**config.mk**
```make
export PLATFORM = sky130hd
export DESIGN_NAME = neo_frame_builder
export DESIGN_NICKNAME = d
export VERILOG_FILES = /design/src/rtl/neo_frame_builder.sv
export SDC_FILE = /design/constraint.sdc
export NUM_CORES = 2
export LEC_CHECK = 0
export BUFFER_PORTS_ARGS = -buffer_cell sky130_fd_sc_hd__buf_2
export CAP_MARGIN = 0
export CORE_MARGIN = 1.5
export CORE_UTILIZATION = 35
export CTS_CLUSTER_DIAMETER = 40
export DETAILED_ROUTE_END_ITERATION = 8
export GPL_ROUTABILITY_DRIVEN = 0
export PLACE_DENSITY = 0.6
export SYNTH_ARGS = -nofsm -noshare
export SYNTH_HDL_FRONTEND = slang
export SYNTH_SLANG_ARGS = --single-unit
```
**constraint.sdc**
```tcl
create_clock -name clk -period 4.7 [get_ports clk]
set_input_delay 0.705 -clock clk [delete_from_list [all_inputs] [get_ports clk]]
set_output_delay 0.705 -clock clk [all_outputs]
set_load 0.01 [all_outputs]
```
**src/rtl/neo_frame_builder.sv**
```systemverilog
// ============================================================================
// Module      : neo_frame_builder
// Description : Double-buffered GRBW frame builder for a NeoPixel string driver,
//               with commit coalescing and minimum frame-period lockout.
// Revision    : 1.0 - initial release
// ============================================================================
`default_nettype none

module neo_frame_builder #(
    parameter int NUM_LEDS     = 30,
    parameter int WORD_W       = 32,
    parameter int IDX_W        = 5,
    parameter int FRAME_CYCLES = 116010
) (
    input  logic                       clk,
    input  logic                       rst,
    input  logic                       wr_valid,
    output logic                       wr_ready,
    input  logic [IDX_W-1:0]           wr_idx,
    input  logic [WORD_W-1:0]          wr_grbw,
    input  logic                       commit,
    output logic [NUM_LEDS*WORD_W-1:0] colors,
    output logic                       send,
    output logic                       busy,
    output logic [15:0]                frame_count,
    output logic                       err_idx
);

    typedef enum logic [1:0] {
        ST_IDLE    = 2'd0,
        ST_SWAP    = 2'd1,
        ST_LOCKOUT = 2'd2
    } state_t;

    localparam logic [16:0] LOCK_LAST = 17'(FRAME_CYCLES - 2);
    localparam logic [16:0] LOCK_MAX  = '1;

    state_t                            state_q, state_d;
    logic [16:0]                       lock_cnt_q, lock_cnt_d;
    logic [NUM_LEDS-1:0][WORD_W-1:0]   back_q, back_d;
    logic [NUM_LEDS-1:0][WORD_W-1:0]   front_q, front_d;
    logic                              commit_pend_q, commit_pend_d;
    logic                              send_q, send_d;
    logic                              wr_ready_q, wr_ready_d;
    logic                              err_idx_q, err_idx_d;
    logic [15:0]                       frame_count_q, frame_count_d;
    logic                              wr_fire;

    assign wr_fire = wr_valid && wr_ready_q;

    always_comb begin
        state_d       = state_q;
        lock_cnt_d    = lock_cnt_q;
        back_d        = back_q;
        front_d       = front_q;
        commit_pend_d = commit_pend_q | commit;
        send_d        = 1'b0;
        err_idx_d     = err_idx_q;
        frame_count_d = frame_count_q;

        // Out-of-range indices still complete the handshake but only raise the flag
        if (wr_fire) begin
            if (int'(wr_idx) < NUM_LEDS) begin
                back_d[wr_idx] = wr_grbw;
            end else begin
                err_idx_d = 1'b1;
            end
        end

        case (state_q)
            ST_IDLE: begin
                if (commit_pend_q || commit) begin
                    state_d = ST_SWAP;
                end
            end
            ST_SWAP: begin
                front_d       = back_q;
                commit_pend_d = commit;
                send_d        = 1'b1;
                frame_count_d = frame_count_q + 16'd1;
                lock_cnt_d    = '0;
                state_d       = ST_LOCKOUT;
            end
            ST_LOCKOUT: begin
                if (lock_cnt_q == LOCK_LAST) begin
                    state_d = ST_IDLE;
                end
                if (lock_cnt_q != LOCK_MAX) begin
                    lock_cnt_d = lock_cnt_q + 17'd1;
                end
            end
            default: begin
                lock_cnt_d = '0;
                state_d    = ST_LOCKOUT;
            end
        endcase

        // Registered ready tracks the state we are about to enter
        wr_ready_d = (state_d != ST_SWAP);
    end

    always_ff @(posedge clk) begin
        if (rst) begin
            state_q       <= ST_LOCKOUT;
            lock_cnt_q    <= '0;
            back_q        <= '0;
            front_q       <= '0;
            commit_pend_q <= 1'b0;
            send_q        <= 1'b0;
            wr_ready_q    <= 1'b0;
            err_idx_q     <= 1'b0;
            frame_count_q <= '0;
        end else begin
            state_q       <= state_d;
            lock_cnt_q    <= lock_cnt_d;
            back_q        <= back_d;
            front_q       <= front_d;
            commit_pend_q <= commit_pend_d;
            send_q        <= send_d;
            wr_ready_q    <= wr_ready_d;
            err_idx_q     <= err_idx_d;
            frame_count_q <= frame_count_d;
        end
    end

    assign colors      = front_q;
    assign send        = send_q;
    assign wr_ready    = wr_ready_q;
    assign err_idx     = err_idx_q;
    assign frame_count = frame_count_q;
    assign busy        = commit_pend_q || (state_q != ST_IDLE);

endmodule

`default_nettype wire

```
## Word level (Yosys, flattened, before mapping)

Index checks and enable logic that the tools add are counted.

- Reductions and logical operators: 9
- Add/subtract/negate cells: 2
- Bitwise gates (word level): 3
- Equal/unequal tests: 6
- Divide/modulo/power cells: 0
- Multipliers: 0
- Mux-type cells: 10
- $lt $le $gt $ge: 3
- Shift-type cells: 0

Operators with widths:

| cell | count |
|---|---|
| 960-bit bitwise mux | 1 |
| 32-bit demux with 5-bit select | 1 |
| 17-bit case mux with 2 select lines | 1 |
| 32-bit two-way mux | 1 |
| 17-bit by 1-bit adder with 17-bit output, second input constant | 1 |
| 17-bit == test, second input constant | 1 |
| 17-bit two-way mux | 1 |
| 17-bit inequality test, second input constant | 1 |
| 16-bit by 1-bit adder with 16-bit output, second input constant | 1 |
| 5-bit by 6-bit less-than comparator with 1-bit output, second input constant | 1 |
| 2-bit AND reduction | 3 |
| 5-bit by 1-bit >= comparator with 1-bit output, second input constant | 1 |
| 5-bit less-than comparator, second input constant | 1 |
| 2-bit two-way mux | 2 |
| 2-bit case mux with 2 select lines | 1 |
| 2-bit by 1-bit == test with 1-bit output, second input constant | 1 |
| 2-bit == test, second input constant | 1 |
| 1-bit logical AND | 2 |
| 2-bit logical NOT | 1 |
| 1-bit logical OR | 2 |
| 1-bit two-way mux | 2 |
| 2-bit by 1-bit inequality test with 1-bit output, second input constant | 1 |
| 2-bit inequality test, second input constant | 1 |
| 1-bit NOT | 2 |
| 2 further kinds | 2 |

- Register bits after elaboration: 1959
- Memories kept: 0
- Output and inout bits: 980
- Bits in writable memories: 0
- Latch bits: 0
- Bits in read-only memories: 0
- Input port bits: 41
- Logic and storage cells: 100

## Depth between registers and ports, before layout

- Word-level depth: 5
- Depth in mapped cells: 10
- Depth with buffers taken out: 9

## Least setup slack after synthesis

Ideal clock, no wire load.

- Path kind: input port to flip-flop
- Start: input port wr_idx[2]
- End: register back_q[267] in the netlist's numbering
- Arrival time: 2.102 ns
- Setup slack: 2.466 ns
- Path buffers: 4
- Stages on the path: 8
- Setup time: 0.132 ns
- Required time: 4.568 ns
- Cells stage by stage: buf_6 or3b_1 buf_6 or4_4 buf_6 buf_6 nand2_2 a21oi_1

- Word-level cells in the longest chain between the ends: 5
- Elaborated cells on any way between the ends: 8
- Classes of those cells: order compare: 3; mux: 3; reduce/logical: 2

RTL lines:

| element | line | source |
|---|---|---|
| from (decl) | 19 | `input logic [IDX_W-1:0] wr_idx,` |
| 5-bit by 6-bit less-than comparator with 1-bit output (not written as such) / 5-bit by 1-bit >= comparator with 1-bit output (equally long branches) | 64 | `back_d[wr_idx] = wr_grbw;` |
| 1-bit logical AND (not written as such) | 64 |  |
| 32-bit two-way mux (not written as such) | 64 |  |
| 32-bit demux with 5-bit select | 64 |  |
| 960-bit bitwise mux | 64 |  |
| to (signal assigned) | 116 | `back_q <= back_d;` |
| to (decl) | 40 | `logic [NUM_LEDS-1:0][WORD_W-1:0] back_q, back_d;` |

Parallel ways exist; a longest one is shown, timed or not.
A chain may end at the register's enable or synchronous reset.

## Worst setup path in the final report

- Start: register state_q[0]
- End: register front_q, in the netlist colors[324]

- Word-level cells in the longest chain between the ends: 1

RTL lines:

| element | line | source |
|---|---|---|
| from (decl) | 38 | `state_t state_q, state_d;` |
| from (signal assigned) | 114 | `state_q <= state_d;` |
| 2-bit by 1-bit == test with 1-bit output | 70 | `case (state_q)` |
| to (signal assigned) | 117 | `front_q <= front_d;` |
| to (decl) | 41 | `logic [NUM_LEDS-1:0][WORD_W-1:0] front_q, front_d;` |

Every way passes these cells.

==> results.md <==
* Initial Utilization at 35.25%
* Post-synth top area cell: dfxtp_1
* TritonCTS Buffers at 292
* # nets final at 9459
* Pin count of the biggest net entering global routing at 212
* Commonest cells in the netlist: nand2_1 (3834), dfxtp_1 (1959), a21oi_1 (1933)
* Proportion of layout cells with a drive suffix above 1 at 17.59%
* Post-CTS Repair Setup Buffers at 0
* Largest delay contributor family on the critical path: buffers and inverters
* Width of the chip at roughly 440 um
* Worst Skew at around 0.088 ns
* IO Count at around 1000
* Sequential area share after synthesis at 57.76%
* Average size of a mapped cell at 7.803 um^2
* Die height at 443.4 um
* Routed wire length at ~270000 um
* Area Overhead vs Synth at 24.35%
* PwrDens at between 400 and 500 nW/um^2
* Row count at 161
* Die area at slightly below 200000 um^2
* Root Buffer: clkbuf_16
* Hold_ws at 0.2256 ns
* Maximum fanout along the worst path at 163
* TritonRoute pass-1 iters at 8
* Least-Margin Pin Slew at ~1.4 ns
* CP arrival at 3.76 ns
* CP Launch Type: flip-flop
* Pre-CTS WS at 1.594 ns
* Setup TNS at 0 ns
* Final Critical Period at ~2.9 ns
* Synth area leaders: dfxtp_1 (58%), nand2_1 (21%), a21oi_1 (14%), clkbuf_1 (3.0%), buf_2 (1.3%)
* Post-synth ARST share at 0%
* Clock slew at reported path FFs at around 0.06 ns
* Slowest stage delay, CP at 0.79 ns
* Detail Placement HPWL at 166900 um
* I/O Buffers at 1020
* Top cell type's share of synthesized area at 57.76%
* Critical path class: reg -> reg
* # fillers at 18970
* Final core utilization at 43.84%
* Count leader, synth: nand2_1
* CTS tree: yes
* Mapped cell area at 67890 um^2
* 1st-iter DRT viols at between 5000 and 6000
* Worst Path Buf+Inv at 2
* # setup viols final at 0
* Vias per inst at 5.148
* Status: completed
* Crit-path cells: nor2b_4 > buf_12 > buf_12 > nand2_1 > a21oi_1
* Drt wl/cell at 22.31 um
* Mapped Cells at 8701
* Final period utilization at 61.38%
* Crit path top cell by count: buf_12
* Hold Vio Cnt, Final at 0
* Fmax at 0.3466 GHz
* # DRC at 0
* Vias in the first global route at 56970
* Hold WC Path Type: in -> reg
* RSZ-0062 raised after global routing: false
* Vias at 62540
* Post_cts resized at 0
* Core region area at 192600 um^2
* Crit end category: flip-flop
* Clk sinks at 1959
* Peak supply drop at 281.8 uV
* Initial antenna violation count at 16
* FF/Latch Area at 39220 um^2
* Max_cap viols at 0
* Slowest cell on the critical path: dfxtp_1
* Bufs on Longest Clock Path at 4
* Relative slew slack at 8.986%
* Final Max Tran Viols at 0
* ANT nets after route at 0
* Crit path required time at 5.58 ns
* Post-synth top flop: dfxtp_1
* Footprint of the multi-input gates at between 20000 and 30000 um^2
* Mapped Nets at 8746
* GRT Total Usage at 26.28%
* Leakage Power at about 31 nW
* Synthesis Warnings at 0
* Register bit total from synthesis at 1959
* Gr ovfl total at 0
* First-pass GRT wire length at 384100 um
* Synth unique cells at 47
* Clock latency on the worst-skew pair at 0.97 ns
* H-tree lvl count at 5
* Worst Slack Setup Final at about 1.8 ns
* Post-synth EDFFs at 0
metrics by stage:
step                      power, mW  cells  instance area (um^2)
after floorplan               17.45   8701                 67890
after global placement        17.96  11650                 74680
after detailed placement      17.97  11650                 74680
after CTS                     39.62  12140                 84410
after global routing          40.42  12150                 84420
final                         39.35  12150                 84420
worst reg2reg max path: stages (launching register included):
cell and delay [ns]:
dfxtp_1 0.79, nor2b_4 0.47, buf_12 0.36, buf_12 0.64, nand2_1 0.43, a21oi_1 0.17
final cells by class:
| type | count | share of cell area (%) |
|---|---|---|
| diodes | 5 | 0.01482 |
| flip-flops and latches | 1959 | 46.45 |
| clock buffers | 352 | 9.356 |
| multi-input cells | 5993 | 30.50 |
| repair buffers | 1165 | 7.760 |
| inverters | 3 | 0.01334 |
| clock inverters | 145 | 2.155 |
| well taps | 2526 | 3.744 |
metal layers:
metal / global-route usage (%) / share of wire (%)
met1: 32.13 / 39
met2: 42.63 / 47
met3: 4.596 / 6.8
met4: 16.98 / 7.1
met5: 0 / 0
sequential cells by signal, summed over array words and instances, names as in the netlist:
name,cells
colors,960
frame_count,16
err_idx,1
wr_ready,1
back_q,960
send,1
lock_cnt_q,17
commit_pend_q,1
state_q,2
cells in the final DEF (no fill, tap or decap), types with 28 or more instances in the layout:
cell type  count
clkbuf_1      29
nor2_1        32
bufinv_16     30
buf_2       1018
a21oi_1     1933
inv_6         31
clkinv_2      30
clkbuf_16    297
nand2_1     3834
buf_4        118
buf_12        28
dfxtp_1     1959
cells by family after synthesis:
kind of cell	count (synthesis)	share of synthesized area [%]
mux	1	0.01474
buf+inv	749	4.574
flops	1959	57.76
simple gates	4012	22.83
compound gates	1958	14.51
xor+xnor	18	0.2322
fa+ha+maj	4	0.07372
power breakdown:
group / total [mW] / internal, mW / switching [mW]
Sequential: 16.7 / 16.7 / 0.0206
Clock: 21.7 / 13.7 / 8.04
Combinational: 0.942 / 0.115 / 0.827
Total: 39.3 / 30.5 / 8.89
worst paths after layout:
kind	startpoint	to	slack, ns	cells after the start
worst max-delay path	state_q[0]	colors[324]	1.82	5
worst min-delay path	wr_valid	err_idx	0.23	3
worst max register to register	state_q[0]	colors[324]	1.82	5
worst min register to register	back_q[830]	colors[830]	0.39	2
timing repair:
action                     in CTS  in global routing
setup endpoints to repair       0                  0
hold buffers                    1                  0
hold endpoints to repair        1                  0
Note: power is estimated with default switching activity, not from simulation.
